## config.mk

```make
export PLATFORM = sky130hd
export DESIGN_NAME = freq_gen
export DESIGN_NICKNAME = d
export VERILOG_FILES = /design/src/rtl/freq_gen.sv
export SDC_FILE = /design/constraint.sdc
export NUM_CORES = 1
export LEC_CHECK = 0
export CORE_MARGIN = 2
export CORE_UTILIZATION = 30
export CTS_BUF_LIST = sky130_fd_sc_hd__clkbuf_16
export CTS_CLUSTER_SIZE = 25
export DETAILED_ROUTE_END_ITERATION = 6
export PLACE_DENSITY = 0.42
export SLEW_MARGIN = 20
export SYNTH_ARGS = -nofsm -noshare
export SYNTH_HDL_FRONTEND = slang
export SYNTH_SLANG_ARGS = --single-unit
```

## constraint.sdc

```tcl
create_clock -name clk -period 4.6 [get_ports clk]
set_input_delay 0.92 -clock clk [delete_from_list [all_inputs] [get_ports clk]]
set_output_delay 0.92 -clock clk [all_outputs]
set_load 0.01 [all_outputs]
```

## src/rtl/freq_gen.sv

```systemverilog
// Programmable square-wave generator: half-period H = CLK_HZ/(2*freq) found by a serial divider.
// Optional macro FREQ_GEN_EDGE_CNT_EN adds a 32-bit count of sig_out rising edges.
module freq_gen #(
  parameter int unsigned CLK_HZ = 200_000_000,
  parameter int unsigned F_MIN  = 10,
  parameter int unsigned F_MAX  = 1_000_000
) (
  input  logic        clk,
  input  logic        rst,
  input  logic        en,
  input  logic        ld,
  input  logic [31:0] freq_in,
  output logic        sig_out,
  output logic        busy,
`ifdef FREQ_GEN_EDGE_CNT_EN
  output logic [31:0] edge_cnt,
`endif
  output logic        err
);

  localparam logic [31:0] DIVIDEND = 32'(CLK_HZ);
  localparam logic [31:0] FMIN_W   = 32'(F_MIN);
  localparam logic [31:0] FMAX_W   = 32'(F_MAX);

  typedef enum logic [1:0] {IDLE, DIV, RUN} state_t;

  state_t      state_q, state_d;
  logic        sig_q, sig_d;
  logic        err_q, err_d;
  logic [31:0] freq_q, freq_d;
  logic [23:0] h_q, h_d;
  logic [23:0] phase_q, phase_d;
  logic [32:0] rem_q, rem_d;
  logic [31:0] quo_q, quo_d;
  logic [4:0]  iter_q, iter_d;

  logic        ld_ok;
  logic        in_range;
  logic [33:0] rem_shift;
  logic [33:0] divisor;
  logic [32:0] rem_sub;
  logic        rem_ge;

`ifdef FREQ_GEN_EDGE_CNT_EN
  logic [31:0] edge_cnt_q, edge_cnt_d;
`endif

  always_comb begin
    state_d = state_q;
    sig_d   = sig_q;
    err_d   = err_q;
    freq_d  = freq_q;
    h_d     = h_q;
    phase_d = phase_q;
    rem_d   = rem_q;
    quo_d   = quo_q;
    iter_d  = iter_q;

    ld_ok    = ld && (state_q != DIV);
    in_range = (freq_in >= FMIN_W) && (freq_in <= FMAX_W);

    // Dividend bits are shifted out of the top of quo_q while quotient bits enter at the bottom.
    rem_shift = {rem_q, quo_q[31]};
    divisor   = {1'b0, freq_q, 1'b0};
    rem_ge    = rem_shift >= divisor;
    rem_sub   = rem_shift[32:0] - divisor[32:0];

    case (state_q)
      DIV: begin
        rem_d  = rem_ge ? rem_sub : rem_shift[32:0];
        quo_d  = {quo_q[30:0], rem_ge};
        iter_d = iter_q + 5'd1;
        if (iter_q == 5'd31) begin
          state_d = RUN;
          h_d     = quo_d[23:0];
          phase_d = '0;
          sig_d   = 1'b0;
        end
      end
      RUN: begin
        if (en) begin
          if (phase_q == h_q - 24'd1) begin
            phase_d = '0;
            sig_d   = ~sig_q;
          end else begin
            phase_d = phase_q + 24'd1;
          end
        end else begin
          phase_d = '0;
          sig_d   = 1'b0;
        end
      end
      default: ;
    endcase

    // A load overrides the RUN update, including a coincident toggle.
    if (ld_ok) begin
      if (in_range) begin
        err_d   = 1'b0;
        freq_d  = freq_in;
        state_d = DIV;
        sig_d   = 1'b0;
        phase_d = '0;
        rem_d   = '0;
        quo_d   = DIVIDEND;
        iter_d  = '0;
      end else begin
        err_d = 1'b1;
      end
    end

`ifdef FREQ_GEN_EDGE_CNT_EN
    edge_cnt_d = edge_cnt_q + {31'd0, (sig_d & ~sig_q)};
    if (ld_ok && in_range) edge_cnt_d = '0;
`endif
  end

  always_ff @(posedge clk) begin
    if (rst) begin
      state_q <= IDLE;
      sig_q   <= 1'b0;
      err_q   <= 1'b0;
      freq_q  <= '0;
      h_q     <= '0;
      phase_q <= '0;
      rem_q   <= '0;
      quo_q   <= '0;
      iter_q  <= '0;
    end else begin
      state_q <= state_d;
      sig_q   <= sig_d;
      err_q   <= err_d;
      freq_q  <= freq_d;
      h_q     <= h_d;
      phase_q <= phase_d;
      rem_q   <= rem_d;
      quo_q   <= quo_d;
      iter_q  <= iter_d;
    end
  end

`ifdef FREQ_GEN_EDGE_CNT_EN
  always_ff @(posedge clk) begin
    if (rst) edge_cnt_q <= '0;
    else     edge_cnt_q <= edge_cnt_d;
  end
  assign edge_cnt = edge_cnt_q;
`endif

  assign sig_out = sig_q;
  assign busy    = (state_q == DIV);
  assign err     = err_q;

endmodule
```

# Word-level counts from Yosys, hierarchy flattened
# Index checks and enable logic that the tools add are counted.
# word_totals
register_bits	154
input_bits	36
output_inout_bits	3
word_cells	53
# classes
addsub	4
n_lt_le_gt_ge	3
eq_ne	5
mux	27
bitwise_logic	1
n_reduce_logical	4
# op_table
operator	count
33-bit 2-to-1 mux	4
24-bit 2-to-1 mux	5
32-bit 2-to-1 mux	3
24-bit one-hot mux with 2 select lines	1
34-bit by 33-bit >= comparator with 1-bit output	1
33-bit subtractor	1
32-bit by 4-bit >= comparator with 1-bit output (second input constant)	1
32-bit by 20-bit <= comparator with 1-bit output (second input constant)	1
24-bit by 1-bit adder with 24-bit output (second input constant)	1
24-bit == test	1
24-bit by 1-bit subtractor with 24-bit output (second input constant)	1
5-bit 2-to-1 mux	3
2-bit 2-to-1 mux	4
1-bit 2-to-1 mux	6
5-bit by 1-bit adder with 5-bit output (second input constant)	1
5-bit == test (second input constant)	1
2-bit AND reduction	2
2-bit by 1-bit == test with 1-bit output (second input constant)	1
2-bit == test (second input constant)	1
1-bit logical AND	2
2-bit by 1-bit inequality test with 1-bit output (second input constant)	1
1-bit one-hot mux with 2 select lines	1
1-bit inverter	1

# Logic depth before layout (Yosys ltp)
# Gate-level depths: netlist (run 1).
# logic_depth
depth_word	7
depth_mapped	13
ltp_nobuf	12

# Worst setup path before layout (run 1)
# Ideal clock, no wire load.
# synth_timing
path_type	register to register
from	reg h_q[4]
to	reg phase_q[7]
setup_time_ps	120
arrival_time_ps	3152
t_required_ps	4480
slack_ps	1328
path_stages_with_launch	12
n_path_buf	3
period_less_slack_ps	3272
path_cell_list	dfxtp_1 -> buf_2 -> or4_1 -> buf_2 -> or4_4 -> xnor2_1 -> a2111oi_0 -> nand4_1 -> a2111oi_4 -> buf_6 -> nor3_1 -> a211o_1
# synth_between
elab_chain_cells	7
# synth_lines
element	line	rtl
start: declaration	31	logic [23:0] h_q, h_d;
start signal: assignment	124	h_q <= '0;
start signal: assignment	134	h_q <= h_d;
24-bit by 1-bit subtractor with 24-bit output (*)	82	if (phase_q == h_q - 24'd1) begin
24-bit == test (*)	82	
24-bit 2-to-1 mux (*)	82	
24-bit 2-to-1 mux (*)	81	if (en) begin
24-bit one-hot mux with 2 select lines (*)	68	case (state_q)
24-bit 2-to-1 mux	98	if (in_range) begin
24-bit 2-to-1 mux (*)	97	if (ld_ok) begin
end signal: assignment	135	phase_q <= phase_d;
end: declaration	32	logic [23:0] phase_q, phase_d;
# Every way passes the cells marked *; elsewhere a longest branch is shown, timed or not.
# A chain may end at the register's enable or synchronous reset.

# Worst setup path in the final report (run 1)
# layout_timing
from	reg freq_q[17]
to	reg rem_q[10]
# layout_between
elab_chain_cells	5
# layout_lines
element	line	rtl
start: declaration	30	logic [31:0] freq_q, freq_d;
start signal: assignment	133	freq_q <= freq_d;
34-bit by 33-bit >= comparator with 1-bit output (*)	65	rem_ge = rem_shift >= divisor;
33-bit 2-to-1 mux (*)	70	rem_d = rem_ge ? rem_sub : rem_shift[32:0];
33-bit 2-to-1 mux (*)	68	
33-bit 2-to-1 mux	98	
33-bit 2-to-1 mux (*)	97	
end signal: assignment	136	rem_q <= rem_d;
end: declaration	33	logic [32:0] rem_q, rem_d;
# Marked as above.

==> impl_results.md, run 1 <==
* PwrDens at around 290 nW/um2
* First-pass GRT wire length at around 43,000 um
* Area growth syn-to-layout at 15.48%
* Leak at around 0.004 uW
* DRC at 0
* GPL Wtd Cong at between 0.7 and 0.8
* CTS Buf Count at 17
* Synth top area share at 0.3403
* Post-synth top cells: 154 x dfxtp_1, 131 x nand2_1, 100 x nor2_1, 80 x a21oi_1, 60 x o21ai_0
* Crit. End Element: flip-flop
* Tmin final at between 3 and 4 ns
* Worst Hold Class: reg -> reg
* Register-to-register setup slack at between 0.9 and 1 ns
* Core area at 29,720 um2
* Area leader, netlist: dfxtp_1
* ANT cells at 0
* Die Ht at about 180 um
* Synth Warn # at 0
* Detailed Route Iter0 Violations at 399
* Routed vias at about 8,100
* CTS tree: built
* Gate Count Post-Synth at between 1,000 and 1,500
* Die width at 177.8 um
* FMAX at 276.6 MHz
* CP Launch Type: flip-flop
* Routed WL at between 20,000 and 30,000 um
* # hold bufs at CTS at 0
* Layout cells sized above 1 at 0.05254
* Total Power at 3014 uW
* Vias per inst at 5.236
* Crit Path Category: reg -> reg
* Crit-path max FO at 33
* CP Cell Sequence: inv_1 > ha_1 > nand2_1 > or4_1 > nor4_1 > a211oi_1 > and2_1 > a21o_1 > buf_12 > or3_1 > a31oi_1
* Endpoints failing setup at 0
* CP required at between 4 and 5 ns
* Die area at roughly 32,000 um2
* Sink Count at approximately 150
* Max-cap viol count at 0
* Slew Limit Fails at 0
* Buf/Inv on CP at 2
* Final period util at 0.7859
* Synth Cell Area at 9059 um2
* Slowest-stage cell, CP: or4_1
* Gr usage total at 0.1727
* Largest net degree at the start of global routing at 108
* Starting Density at 0.3048
* CP delay by family, top: simple AND/OR/NAND/NOR gates
* Yosys reg bits at approximately 150
* Post-CTS Setup Bufs at 0
* Worst Tran Pin Value at roughly 1.0 ns
* Max Root-Sink Buffers at 2
* Post-layout util at 0.3520
* Most numerous cell in the Yosys netlist: dfxtp_1
* DR pass1 iterations at 6
* Area contributors post-synth: dfxtp_1 34%, mux2i_1 6.4%, nand2_1 5.4%, ha_1 5.2%, a21oi_1 4.4%
* EDFF count, synth at 0
* Hold Fails Final Rpt at 0
* Initial antenna violation count at 0
* I/O pin count at 39
* Ys flop type: dfxtp_1
* Worst path max stage delay at between 0.6 and 0.7 ns
* CTS root buf: clkbuf_16
* Reg clk slew, reported paths at roughly 0.070 ns
* Ys async rst share at 0
* Outcome: finished clean
* Detail Route Antenna Nets at 0
* TNS Setup at 0 ns
* Hpwl dp at between 15,000 and 20,000 um
* Htree depth at 4
* Setup skew after layout at about 0.011 ns
* Post-cts sizing count at 0
* Port Buffers at 38
* Row cnt at 63
* Grt ovf at 0
* Number of global-route vias before repair at between 7,000 and 8,000
* Avg WL per Cell at roughly 17 um
* Avg Cell Area, Syn at slightly below 8 um2
* Final net count at 1,223
* Synth cell types at 65
* Syn_nets at approximately 1,200
* Sequential fraction of the synthesis area at 0.3403
* Slew margin rel. at 0.3347
* Data arrival, critical path at 3.98 ns
* RSZ-0062 raised after global routing: false
* VDD IR max at roughly 250 uV
* Clock Latency Late Sink at between 0.4 and 0.5 ns
## placed cells by master, fill, tap and decap left out, types with 6 or more instances in the layout
| cell type | n |
|---|---|
| nand4_1 | 14 |
| a31oi_1 | 31 |
| clkdlybuf4s50_1 | 37 |
| o41ai_1 | 13 |
| nand3_1 | 42 |
| buf_4 | 13 |
| a21boi_0 | 8 |
| xnor2_1 | 29 |
| nor3_1 | 35 |
| inv_1 | 51 |
| a211oi_1 | 6 |
| o311ai_0 | 7 |
| a21o_1 | 25 |
| xor2_1 | 17 |
| nand2b_1 | 10 |
| or3_1 | 9 |
| o21a_1 | 12 |
| nor3b_1 | 8 |
| and4_1 | 6 |
| nand2_1 | 130 |
| ha_1 | 37 |
| and2_1 | 10 |
| mux2i_1 | 58 |
| a21oi_1 | 78 |
| nor2_1 | 100 |
| nor2b_1 | 7 |
| and3_1 | 19 |
| o211ai_1 | 7 |
| nor4_1 | 19 |
| clkbuf_16 | 17 |
| dfxtp_1 | 154 |
| o21ai_0 | 60 |
| or4_1 | 8 |
## sequential cells by signal, indices dropped and copies added, names as in the netlist
name,cells
err,1
freq_q,32
h_q,24
iter_q,5
phase_q,24
quo_q,32
rem_q,33
sig_out,1
state_q,2
## worst min-delay path: cells and delay by family, from the launching register on
family / cells / cell delay, ns
buf+inv: 1 / 0.07
flops: 1 / 0.30
simple gates: 1 / 0.04
## power by group
group,internal (uW),total [uW],switching (uW)
sequential,1330,1330,0.395
clock,932,1590,657
combinational,39.0,91.2,52.1
## metrics by stage
stage / setup slack, ns / instance area, um2 / hold slack [ns] / instances
floorplan: 1.328 / 9059 / 0.4220 / 1145
global placement: 0.8484 / 9814 / 0.4379 / 1519
detailed placement: 0.7875 / 9814 / 0.4429 / 1519
CTS: 0.9299 / 10460 / 0.4527 / 1551
global route: 0.6966 / 10460 / 0.4760 / 1551
finish: 0.9850 / 10460 / 0.4491 / 1551
## cells by family (layout without fill, tap and decap cells)
logic type	count (synthesis)	count (layout)	share of synthesized area
xor gates and xnor gates	46	46	0.04447
buffers and inverters	120	136	0.05166
muxes	58	58	0.06409
and+or+nand+nor	431	431	0.2325
adders and majority gates	39	39	0.05470
DFF	154	154	0.3403
AOI/OAI and AO/OA	297	297	0.2123
## final cells by class
class | count | area, um2
repair buffers | 53 | 513.0
multi-input cells | 871 | 5539
inverters | 51 | 191.4
well taps | 390 | 488.0
clock buffers | 17 | 425.4
fillers | 3158 | 19260
flip-flops and latches | 154 | 3083
clock inverters | 15 | 221.5
## path summary, 6_finish.rpt
check,startpoint,endpoint,depth (start not counted)
min,freq_q[29],freq_q[29],2
max reg2reg,freq_q[17],rem_q[10],11
min reg2reg,freq_q[29],freq_q[29],2
max,freq_q[17],rem_q[10],11
## metal layers
layer	track usage	up-vias	wire length, um	part of all wire
met5	0	-	0	0
met2	0.2976	112	12420	0.48
met4	0.05294	0	467	0.018
met1	0.2207	3826	12420	0.48
li1	-	4159	-	-
met3	0.02699	24	694	0.027
No activity file was read; power rests on OpenSTA's default activity.
==> inputs of run 2 (changes only) <==
--- a/config.mk
+++ b/config.mk
@@ -10,7 +10,7 @@
 export CTS_BUF_LIST = sky130_fd_sc_hd__clkbuf_16
 export CTS_CLUSTER_SIZE = 25
 export DETAILED_ROUTE_END_ITERATION = 6
-export PLACE_DENSITY = 0.42
+export PLACE_DENSITY = 0.44
 export SLEW_MARGIN = 20
 export SYNTH_ARGS = -nofsm -noshare
 export SYNTH_HDL_FRONTEND = slang
==> constraint.sdc (replaced) <==
create_clock -name clk -period 3.1 [get_ports clk]
set_input_delay 0.62 -clock clk [delete_from_list [all_inputs] [get_ports clk]]
set_output_delay 0.62 -clock clk [all_outputs]
set_load 0.01 [all_outputs]
==> impl_results.md, run 2 (synthesized netlist as in run 1, its figures left out) <==
* Outcome: complete, but fails checks
* Failing checks: setup timing
* Reg2Reg Depth at 11
* I/O pin count at 39
* RSZ-0062 raised after global routing: true
* Final worst slack at -0.01350 ns
* Fill cells at a little over 3,000
* Max-cap viol count at 0
* Worst Hold Class: reg -> reg
* CP dominant cell by count: or4_4
* Detail Route Antenna Nets at 0
* Data arrival, critical path at around 3.5 ns
* First-pass GRT wire length at 44,040 um
* FMAX at approximately 320 MHz
* WHS at 0.4438 ns
* DR pass1 iterations at 5
* Most frequent cells in the layout: 150 x dfxtp_1, 130 x nand2_1, 99 x nor2_1
* Setup skew after layout at about 0.0095 ns
* Commonest non-fill, non-tap cell in the layout: dfxtp_1
* Starting Density at 0.3048
* Largest net degree at the start of global routing at 61
* Vias per inst at 5.204
* ANT cells at 0
* Max Root-Sink Buffers at 2
* Endpoints failing setup at 5
* CP required at 3.44 ns
* Grt ovf at 0
* Core area at 29,720 um2
* Final net count at approximately 1,300
* Final period util at 1.004
* CTS Buf Count at 17
* Crit Path Category: reg -> reg
* Initial antenna violation count at 0
* CP delay by family, top: simple AND/OR/NAND/NOR gates
* # hold bufs at CTS at 0
* Row cnt at 63
* Dpl ws at -0.1182 ns
* Hold Path Depth at 2
* Avg WL per Cell at roughly 16 um
* DRC at 0
* Min-Delay Startpoint: freq_q[25]
* Die area at between 30,000 and 40,000 um2
* Largest register FFs at 33
* CP Cell Sequence: or4_4 > or4_4 > or3_1 > nand3_2 > a31oi_4 > a2111oi_4 > buf_6 > buf_12 > clkbuf_16 > o311ai_1 > o21a_1
* Critical path origin: h_q[7]
* Htree depth at 4
* Slew Limit Fails at 0
* Die width at ~180 um
* Gr usage total at 0.1758
* Hpwl dp at a little under 20,000 um
* Largest register by flop count: rem_q
* Leak at 0.004538 uW
* Area growth syn-to-layout at 27.03%
* Hold Fails Final Rpt at 0
* Buf/Inv on CP at 3
* Register-to-register setup slack at -0.01 ns
* Largest registers: rem_q: 33 flops, freq_q: 32 flops, quo_q: 32 flops
* Layout cells sized above 1 at 0.1538
* Crit. End Element: flip-flop
* Area taken by multi-input logic gates at ~5800 um2
* Slowest-stage cell, CP: or4_4
* GPL Wtd Cong at between 0.8 and 0.9
* Routed vias at between 8,000 and 9,000
* Reg2reg end: phase_q[22]
* Crit-path max FO at 6
* Detailed Route Iter0 Violations at 446
* Port Buffers at 38
* Reg area at around 3100 um2
* Slew margin rel. at 0.4236
* Routed WL at between 20,000 and 30,000 um
* Reg clk slew, reported paths at approximately 0.07 ns
* Sink Count at around 150
* Reg-to-Reg Start: h_q[7]
* PwrDens at about 370 nW/um2
* Die Ht at between 150 and 200 um
* Worst path max stage delay at just under 0.6 ns
* CP Launch Type: flip-flop
* VDD IR max at 353.5 uV
* Clock Latency Late Sink at between 0.4 and 0.5 ns
* Worst Tran Pin Value at 0.8625 ns
* Worst hold endpoint: freq_q[25]
* Tmin final at about 3.1 ns
* CTS tree: built
* CTS root buf: clkbuf_16
* Number of global-route vias before repair at ~8,200
==> run 2: cell types whose count changed in the layout (fill, tap and decap cells not counted), sizes merged <==
| cell | previous run | this run |
|---|---|---|
| clkinv | 2 | 4 |
| clkbuf | 17 | 18 |
| clkinvlp | 0 | 5 |
| buf | 16 | 109 |
| inv | 60 | 54 |
| bufinv | 4 | 3 |
==> run 2: worst max path at each step <==
stage,end,slack [ns],depth (start not counted)
2_1_floorplan,phase_q[7],-0.15,11
3_3_place_gp,phase_q[7],-0.10,9
3_5_place_dp,phase_q[19],-0.12,9
4_1_cts,phase_q[15],-0.07,11
5_1_grt,phase_q[18],-0.09,12
6_report,phase_q[22],-0.01,11
==> run 2: repair_timing <==
action | CTS | global route
gates cloned | 3 | 1
endpoints found under the setup margin | 20 | 58
setup buffers | 4 | 3
resized for setup | 9 | 47
pin swaps | 3 | 16
==> run 2: worst register-to-register path, delay by kind of cell (launching register included) <==
family                 cells  cell delay [ns]
buffers and inverters      3             0.46
AO/OA/AOI/OAI              4             0.64
AND/OR/NAND/NOR            4             1.59
flip-flops                 1             0.32
==> run 2: final cells by class <==
cell class              instances  area share
multi-input cells             871      0.5030
flip-flops and latches        154      0.2683
repair buffers                147      0.1178
well taps                     390     0.04241
clock buffers                  17     0.03697
inverters                      51     0.01664
clock inverters                15     0.01490
==> run 2: layer usage <==
layer | vias up | global-route usage | wire, um
li1 | 4333 | - | -
met1 | 4047 | 0.2502 | 13770
met2 | 149 | 0.2716 | 11930
met3 | 31 | 0.02956 | 799
met4 | 0 | 0.04986 | 428
met5 | - | 0 | 0
==> run 2: metrics by stage <==
step	instances	instance area (um2)	utilization	total power (uW)	setup TNS (ns)
finish	1645	11510	0.3872	4310	-0.04237
global route	1645	11510	0.3872	4472	-1.195
CTS	1643	11290	0.3798	4385	-1.062
detailed placement	1604	10540	0.3547	2179	-1.391
global placement	1604	10540	0.3547	2180	-0.5717
floorplan	1145	9100	-	2077	-2.480
==> run 2: report_power, final <==
part | internal (uW) | leakage [uW] | switching (uW)
registers | 1980 | 0.00124 | 0.575
clock network | 1260 | 0.000277 | 911
logic | 76.4 | 0.00302 | 79.0
==> inputs of run 3 (changes only) <==
--- a/config.mk
+++ b/config.mk
@@ -10,7 +10,8 @@
 export CTS_BUF_LIST = sky130_fd_sc_hd__clkbuf_16
 export CTS_CLUSTER_SIZE = 25
 export DETAILED_ROUTE_END_ITERATION = 6
-export PLACE_DENSITY = 0.44
+export DONT_BUFFER_PORTS = 1
+export PLACE_DENSITY = 0.46
 export SLEW_MARGIN = 20
 export SYNTH_ARGS = -nofsm -noshare
 export SYNTH_HDL_FRONTEND = slang
==> impl_results.md, run 3 (synthesized netlist as in run 1, its figures left out) <==
* Placed insts at 1,550
* Port Buffers at 0
* Leak at 0.004234 uW
* Total Power at ~4200 uW
* Finished Layout Cells at 1,584
* Gr usage total at 0.1635
* Crit-path max FO at 9
* DR pass1 iterations at 5
* Crit. End Element: flip-flop
* Detail Route Antenna Nets at 0
* Routed vias at slightly above 8,000
* Core area at around 30,000 um2
* Sink Count at roughly 150
* Largest net degree at the start of global routing at about 110
* Vias per inst at ~5.1
* WHS at about 0.25 ns
* Hold Path Depth at 1
* Starting Density at 0.3048
* FMAX at 324.8 MHz
* Area growth syn-to-layout at 18.47%
* CTS tree: built
* RSZ-0062 raised after global routing: true
* Number of global-route vias before repair at roughly 8,000
* Outcome: finished clean
* Worst Hold Class: in -> reg
* Data arrival, critical path at between 3 and 4 ns
* Final period util at 0.9931
* Setup skew after layout at about 0.014 ns
* Clock Latency Late Sink at 0.44 ns
* Dpl ws at -0.05372 ns
* Reg2Reg Depth at 10
* CP Launch Type: flip-flop
* First-pass GRT wire length at a little over 40,000 um
* Die Ht at 177.8 um
* Max-cap viol count at 0
* Worst Tran Pin Value at between 0.6 and 0.7 ns
* Reg2reg end: phase_q[21]
* Hold Fails Final Rpt at 0
* Die width at 177.8 um
* Die area at 31,600 um2
* Hpwl dp at between 15,000 and 20,000 um
* ANT cells at 0
* Grt ovf at 0
* Reg-to-Reg Start: h_q[2]
* CP required at ~3.4 ns
* Largest register FFs at 33
* Row cnt at 63
* Largest registers: rem_q: 33 flops, freq_q: 32 flops, quo_q: 32 flops
* Post-place instance area at around 10,000 um2
* Htree depth at 4
* Largest register by flop count: rem_q
* Endpoints failing setup at 0
* PwrDens at 388.7 nW/um2
* Fill cells at about 3,200
* Final instance area at 10,730 um2
* VDD IR max at about 400 uV
* Worst hold endpoint: freq_q[1]
* Reg clk slew, reported paths at approximately 0.07 ns
* Slew margin rel. at 0.5576
* Detailed Route Iter0 Violations at 406
* Final worst slack at between 0.02 and 0.025 ns
* Initial antenna violation count at 0
* CTS root buf: clkbuf_16
* Crit Path Category: reg -> reg
* Tmin final at between 3 and 4 ns
* GPL Wtd Cong at a little over 0.8
* Most frequent cells in the layout: 153 x dfxtp_1, 130 x nand2_1, 99 x nor2_1
* DRC at 0
* Min-Delay Startpoint: rst
* Routed WL at 24,960 um
* Final net count at approximately 1,300
* CTS Buf Count at 17
* Register-to-register setup slack at around 0.021 ns
* Commonest non-fill, non-tap cell in the layout: dfxtp_1
* Max Root-Sink Buffers at 2
* I/O pin count at 39
* Slew Limit Fails at 0
* Layout cells sized above 1 at 0.1256
* Avg WL per Cell at approximately 16 um
run 3: layer usage:
layer / vias to the layer above / global-route usage / wire length (um)
li1: 4216 / - / -
met1: 3835 / 0.2104 / 12090
met2: 83 / 0.2839 / 12030
met3: 18 / 0.02549 / 533
met4: 0 / 0.04133 / 310
met5: - / 0 / 0
run 3: cell type report:
class | instances | area (um2) | area share
sequential | 154 | 3084 | 0.2874
tap | 390 | 488.0 | 0.04547
clock inverter | 15 | 157.7 | 0.01469
inverter | 51 | 191.4 | 0.01784
clock buffer | 17 | 425.4 | 0.03964
timing repair buffer | 86 | 737.0 | 0.06867
multi-input combinational | 871 | 5648 | 0.5263
run 3: worst max-delay path, stage by stage, from the launching register on:
cell,delay (ns)
dfxtp_1,0.31
or4_4,0.57
or4_4,0.59
or3_4,0.34
nand3_2,0.11
a31oi_4,0.10
a2111oi_4,0.36
buf_12,0.19
buf_12,0.12
o311ai_0,0.13
o21a_1,0.13
run 3: worst max path at each step:
stage,startpoint,endpoint,slack [ns],cells after the start
after floorplan,h_q[4],phase_q[7],-0.15,11
after global placement,h_q[2],phase_q[6],-0.004,10
after detailed placement,h_q[2],phase_q[21],-0.05,10
after CTS,h_q[2],phase_q[21],0.005,10
after global routing,h_q[2],phase_q[21],-0.10,10
final,h_q[2],phase_q[21],0.02,10
run 3: stage by stage:
step                        util  setup TNS [ns]
after floorplan                -          -2.480
after global placement    0.3380       -0.006888
after detailed placement  0.3380         -0.5173
after CTS                 0.3581               0
after global routing      0.3611          -1.487
final                     0.3611               0
run 3: timing repair:
| item | in CTS | in global routing |
|---|---|---|
| hold endpoints to repair | 0 | 0 |
| pin swaps | 1 | 6 |
| setup endpoints to repair | 19 | 37 |
| setup buffers | 0 | 2 |
| gates cloned | 0 | 0 |
| hold buffers | 0 | 0 |
| resized for setup | 3 | 18 |
run 3: where the power goes:
part / leakage, uW / switching (uW) / total (uW) / internal [uW]
Sequential: 0.00124 / 1.15 / 1980 / 1980
Clock: 0.000289 / 978 / 2120 / 1140
Combinational: 0.00271 / 48.0 / 74.7 / 26.7
Total: 0.00423 / 1030 / 4170 / 3140
==> edit 1: new RTL, settings of run 2 <==
The option `FREQ_GEN_EDGE_CNT_EN` is turned on by a define.
--- a/src/rtl/freq_gen.sv
+++ b/src/rtl/freq_gen.sv
@@ -2,2 +2,4 @@
 // Optional macro FREQ_GEN_EDGE_CNT_EN adds a 32-bit count of sig_out rising edges.
+`define FREQ_GEN_EDGE_CNT_EN
+
 module freq_gen #(
Function (old outputs only; new: edge_cnt): kept (Yosys induction, for registers that start in step).
==> edit 1 against run 2 <==
  * The flow still finishes with violations (negative setup slack)
  * Sequential cell count grew 32
  * Area after synthesis up 13%
  * First-iteration DRC count down 19%
  * Critical path type unchanged
  * Worst hold slack worse by 0.017 ns
  * Setup slack worse by 1.2 ns
  * Wire length increased by 6.0%
  * Final area grew 26%
  * Non-clock buffer count is 147 higher
  * Power up 11%
  * Largest power group is now sequential cells
==> edit 1: results (changes against run 2) <==
Max-slew headroom 50.17% (was 42.36%); HP Start rst (was freq_q[25]); DR iter-0 viols 361 (was 446); worst hold path type in2reg (was reg2reg); Final WS setup -1.263 ns (was -0.01350 ns); top post-synthesis cells by area dfxtp_1, mux2i_1, nor2_1, ha_1, a21oi_1 (was dfxtp_1, mux2i_1, nand2_1, ha_1, a21oi_1); Setup Skew 0.01074 ns (was 0.009533 ns); setup bufs post-CTS 35 (was 4); Setup Viol. Count Final 57 (was 5); routed wl met2 13,710 um (was 11,930 um); GRT met3 Usage 2.943% (was 2.956%); worst hold endpoint h_q[22] (was freq_q[25]); initial antenna violation count 1 (was 0); outcome finished, violations left (unchanged); r2r worst-path depth 19 (was 11); first-pass GRT wire length 47,470 um (was 44,040 um); hpwl dp 20,640 um (was 19,670 um); clock-net power 2220 uW (was 2180 uW); final wirelength 28,550 um (was 26,940 um); R2R setup slack -1.26 ns (was -0.01 ns); nets@finish 1,551 (was 1,317); GRT met2 Usage 28.08% (was 27.16%); Leak Pwr 0.005875 uW (was 0.004538 uW); met1 Use GR 20.96% (was 25.02%); # port buffers 70 (was 38); GRT Util Overall 16.39% (was 17.58%); Min Hold Slack 0.4271 ns (was 0.4438 ns); sequential power share 49.8% (was 45.9%); failing checks negative setup slack (unchanged); via count of the first global-routing pass 9,484 (was 8,238); GPL Wtd Cong 0.7939 (was 0.8037); Crit. Startpoint h_q[1] (was h_q[7])
-- edit 1: cell types whose count changed after synthesis, moves of 16 or more --
cell | run 2 | this run
mux2i_1 | 58 | 83
xnor2_1 | 29 | 49
nor2_1 | 100 | 134
nand2_1 | 131 | 108
a211oi_1 | 6 | 23
xor2_1 | 17 | 41
nor3_1 | 35 | 19
dfxtp_1 | 154 | 186
-- edit 1: per-stage QoR --
stage	std cells	cell area (sq um)	total power [uW]
final	1935	14490	4795
after global routing	1935	14490	4985
after CTS	1938	14110	4873
after detailed placement	1869	12800	2622
after global placement	1869	12800	2622
after floorplan	1229	10270	2500
-- edit 1: kinds of logic after synthesis --
| family | Yosys count | share of synthesized area (%) |
|---|---|---|
| XOR/XNOR | 91 | 7.857 |
| AO/OA/AOI/OAI | 256 | 15.75 |
| multiplexers | 84 | 8.223 |
| buffers and inverters | 130 | 5.205 |
| adder cells (fa/ha/maj) | 41 | 5.083 |
| AND/OR/NAND/NOR | 441 | 21.52 |
| flip-flops | 186 | 36.36 |
-- edit 1: critical path: stages (launching register included) --
cell and delay (ns):
dfxtp_2 0.34, or4_4 0.54, or4_4 0.44, xnor2_2 0.15, nand2_1 0.07, or4_4 0.55
buf_6 0.14, o41ai_4 0.30, a21boi_1 0.13, a31oi_2 0.22, nor3b_2 0.09, buf_4 0.16
ha_4 0.16, and4_4 0.18, and2_4 0.16, nor3b_4 0.15, buf_6 0.14, and3_1 0.15
xnor2_1 0.15, nor2_1 0.06
-- edit 1: cell type report --
type	instances	area (sq um)
clock buffer	17	425.4
clock inverter	15	155.1
fill	3349	19040
inverter	60	225.2
multi-input combinational	915	6755
sequential	186	3739
tap	448	560.5
timing repair buffer	294	2634
==> edit 2: new RTL, flow settings as in run 2 <==
Made on the original files. Put a register stage on the output `busy`, with the module's reset. The value now appears one clock later. The other outputs are not delayed to match.
--- a/src/rtl/freq_gen.sv
+++ b/src/rtl/freq_gen.sv
@@ -150,3 +150,9 @@
   assign sig_out = sig_q;
-  assign busy    = (state_q == DIV);
+  always_ff @(posedge clk) begin
+    if (rst) begin
+      busy <= '0;
+    end else begin
+      busy <= (state_q == DIV);
+    end
+  end
   assign err     = err_q;
Function: changed (Yosys sat finds a counterexample within 4 cycles, from zero or initial values and one cycle with rst high).
==> edit 2 against run 2 <==
  * The run still ends with negative setup slack left
  * Non-clock buffer count rose by 10
  * Setup slack got worse by 0.10 ns
  * Power rose by 0.37%
  * Combinational power fell by 9%
  * Highest routed layer unchanged
  * Final area fell by 1.2%
  * Synthesized cell count fell by 3.1%
  * Wire length fell by 11%
  * Area after synthesis fell by 0.68%
  * Sequential cell count rose by 1
  * Largest power group unchanged
==> edit 2: results (changes against run 2) <==
outcome finished, violations left (unchanged); failing checks negative setup slack (unchanged); Leak Pwr 0.004685 uW (was 0.004538 uW); Synth Area in Adders 5.507% (was 5.470%); area post-placement 10,540 sq um (about the same); GRT Util Overall 15.92% (was 17.58%); worst hold endpoint freq_q[31] (was freq_q[25]); arrival time worst endpoint 3.59 ns (was 3.45 ns); first-pass GRT wire length 39,940 um (was 44,040 um); Setup WS pre-CTS -0.3008 ns (was -0.1182 ns); Peak VDD IR 0.2747 mV (was 0.3535 mV); complex-gate fraction of the synthesized area 19.64% (was 21.23%); Crit. Startpoint h_q[12] (was h_q[7]); nets@finish 1,297 (was 1,317); post-synthesis xor/xnor area fraction 5.257% (was 4.448%); top post-synthesis cells by area dfxtp_1, mux2i_1, a21oi_1, ha_1, nor2_1 (was dfxtp_1, mux2i_1, nand2_1, ha_1, a21oi_1); final wirelength 23,900 um (was 26,940 um); layout cell share with drive strength beyond 1 16.92% (was 15.38%); crit-path max FO 5 (was 6); number of placed cells counting well taps 1,589 (was 1,604); Min Hold Slack 0.4443 ns (was 0.4438 ns); CP max stage delay 0.56 ns (was 0.59 ns); largest net degree at the start of global routing 52 (was 61); CP top delay family simple AND/OR/NAND/NOR gates (unchanged); Worst R2R End sig_out (was phase_q[22]); FF-to-FF Start h_q[12] (was h_q[7]); Setup Skew 0.01193 ns (was 0.009533 ns); setup TNS -0.9991 ns (was -0.04237 ns); drt pass-1 iters 4 (was 5); Vias 8,028 (was 8,560); # resized after CTS 9 (unchanged); worst-margin pin slew 0.7414 ns (was 0.8625 ns); HP Start freq_q[31] (was freq_q[25]); Setup Viol. Count Final 19 (was 5); vias per cell 4.940 (was 5.204); hpwl dp 17,950 um (was 19,670 um); Post-Syn Area per Cell 8.106 sq um (was 7.912 sq um); sequential element share of the synthesized area 34.49% (was 34.03%); top post-synthesis cells by count dfxtp_1, nor2_1, a21oi_1 (was dfxtp_1, nand2_1, nor2_1); syn nets 1,185 (was 1,220); via count of the first global-routing pass 7,828 (was 8,238); r2r worst-path depth 9 (was 11); post-synth cell types 72 (was 65); DR iter-0 viols 387 (was 446); mux cell area share after synthesis 8.205% (was 6.409%); setup bufs post-CTS 1 (was 4); Final WS setup -0.1140 ns (was -0.01350 ns); GPL Wtd Cong 0.8380 (was 0.8037)
[edit 2: cell count changes after synthesis, sizes merged, moves of 9 or more]
cell,change
o41ai,-11
a21oi,+19
nand2,-34
nor3,-13
nand3,-16
nor2,+24
mux2i,+9
a211oi,+14
a31oi,-22
[edit 2: power by group]
part	internal, uW	switching [uW]	total (uW)
registers	1990	0.654	1990
clock network	1220	974	2190
logic	75.1	66.2	141
[edit 2: area by class of cell]
cell class,instances,area (sq um)
fillers,3050,18190
multi-input cells,836,5599
flip-flops and latches,155,3107
repair buffers,157,1364
well taps,390,488.0
clock buffers,17,425.4
inverters,55,206.4
clock inverters,15,183.9
[edit 2: layer usage]
| layer | routed length [um] | track usage, % | vias up |
|---|---|---|---|
| li1 | - | - | 4190 |
| met1 | 12610 | 22.67 | 3725 |
| met2 | 10410 | 24.48 | 89 |
| met3 | 511 | 2.470 | 24 |
| met4 | 365 | 5.096 | 0 |
| met5 | 0 | 0 | - |
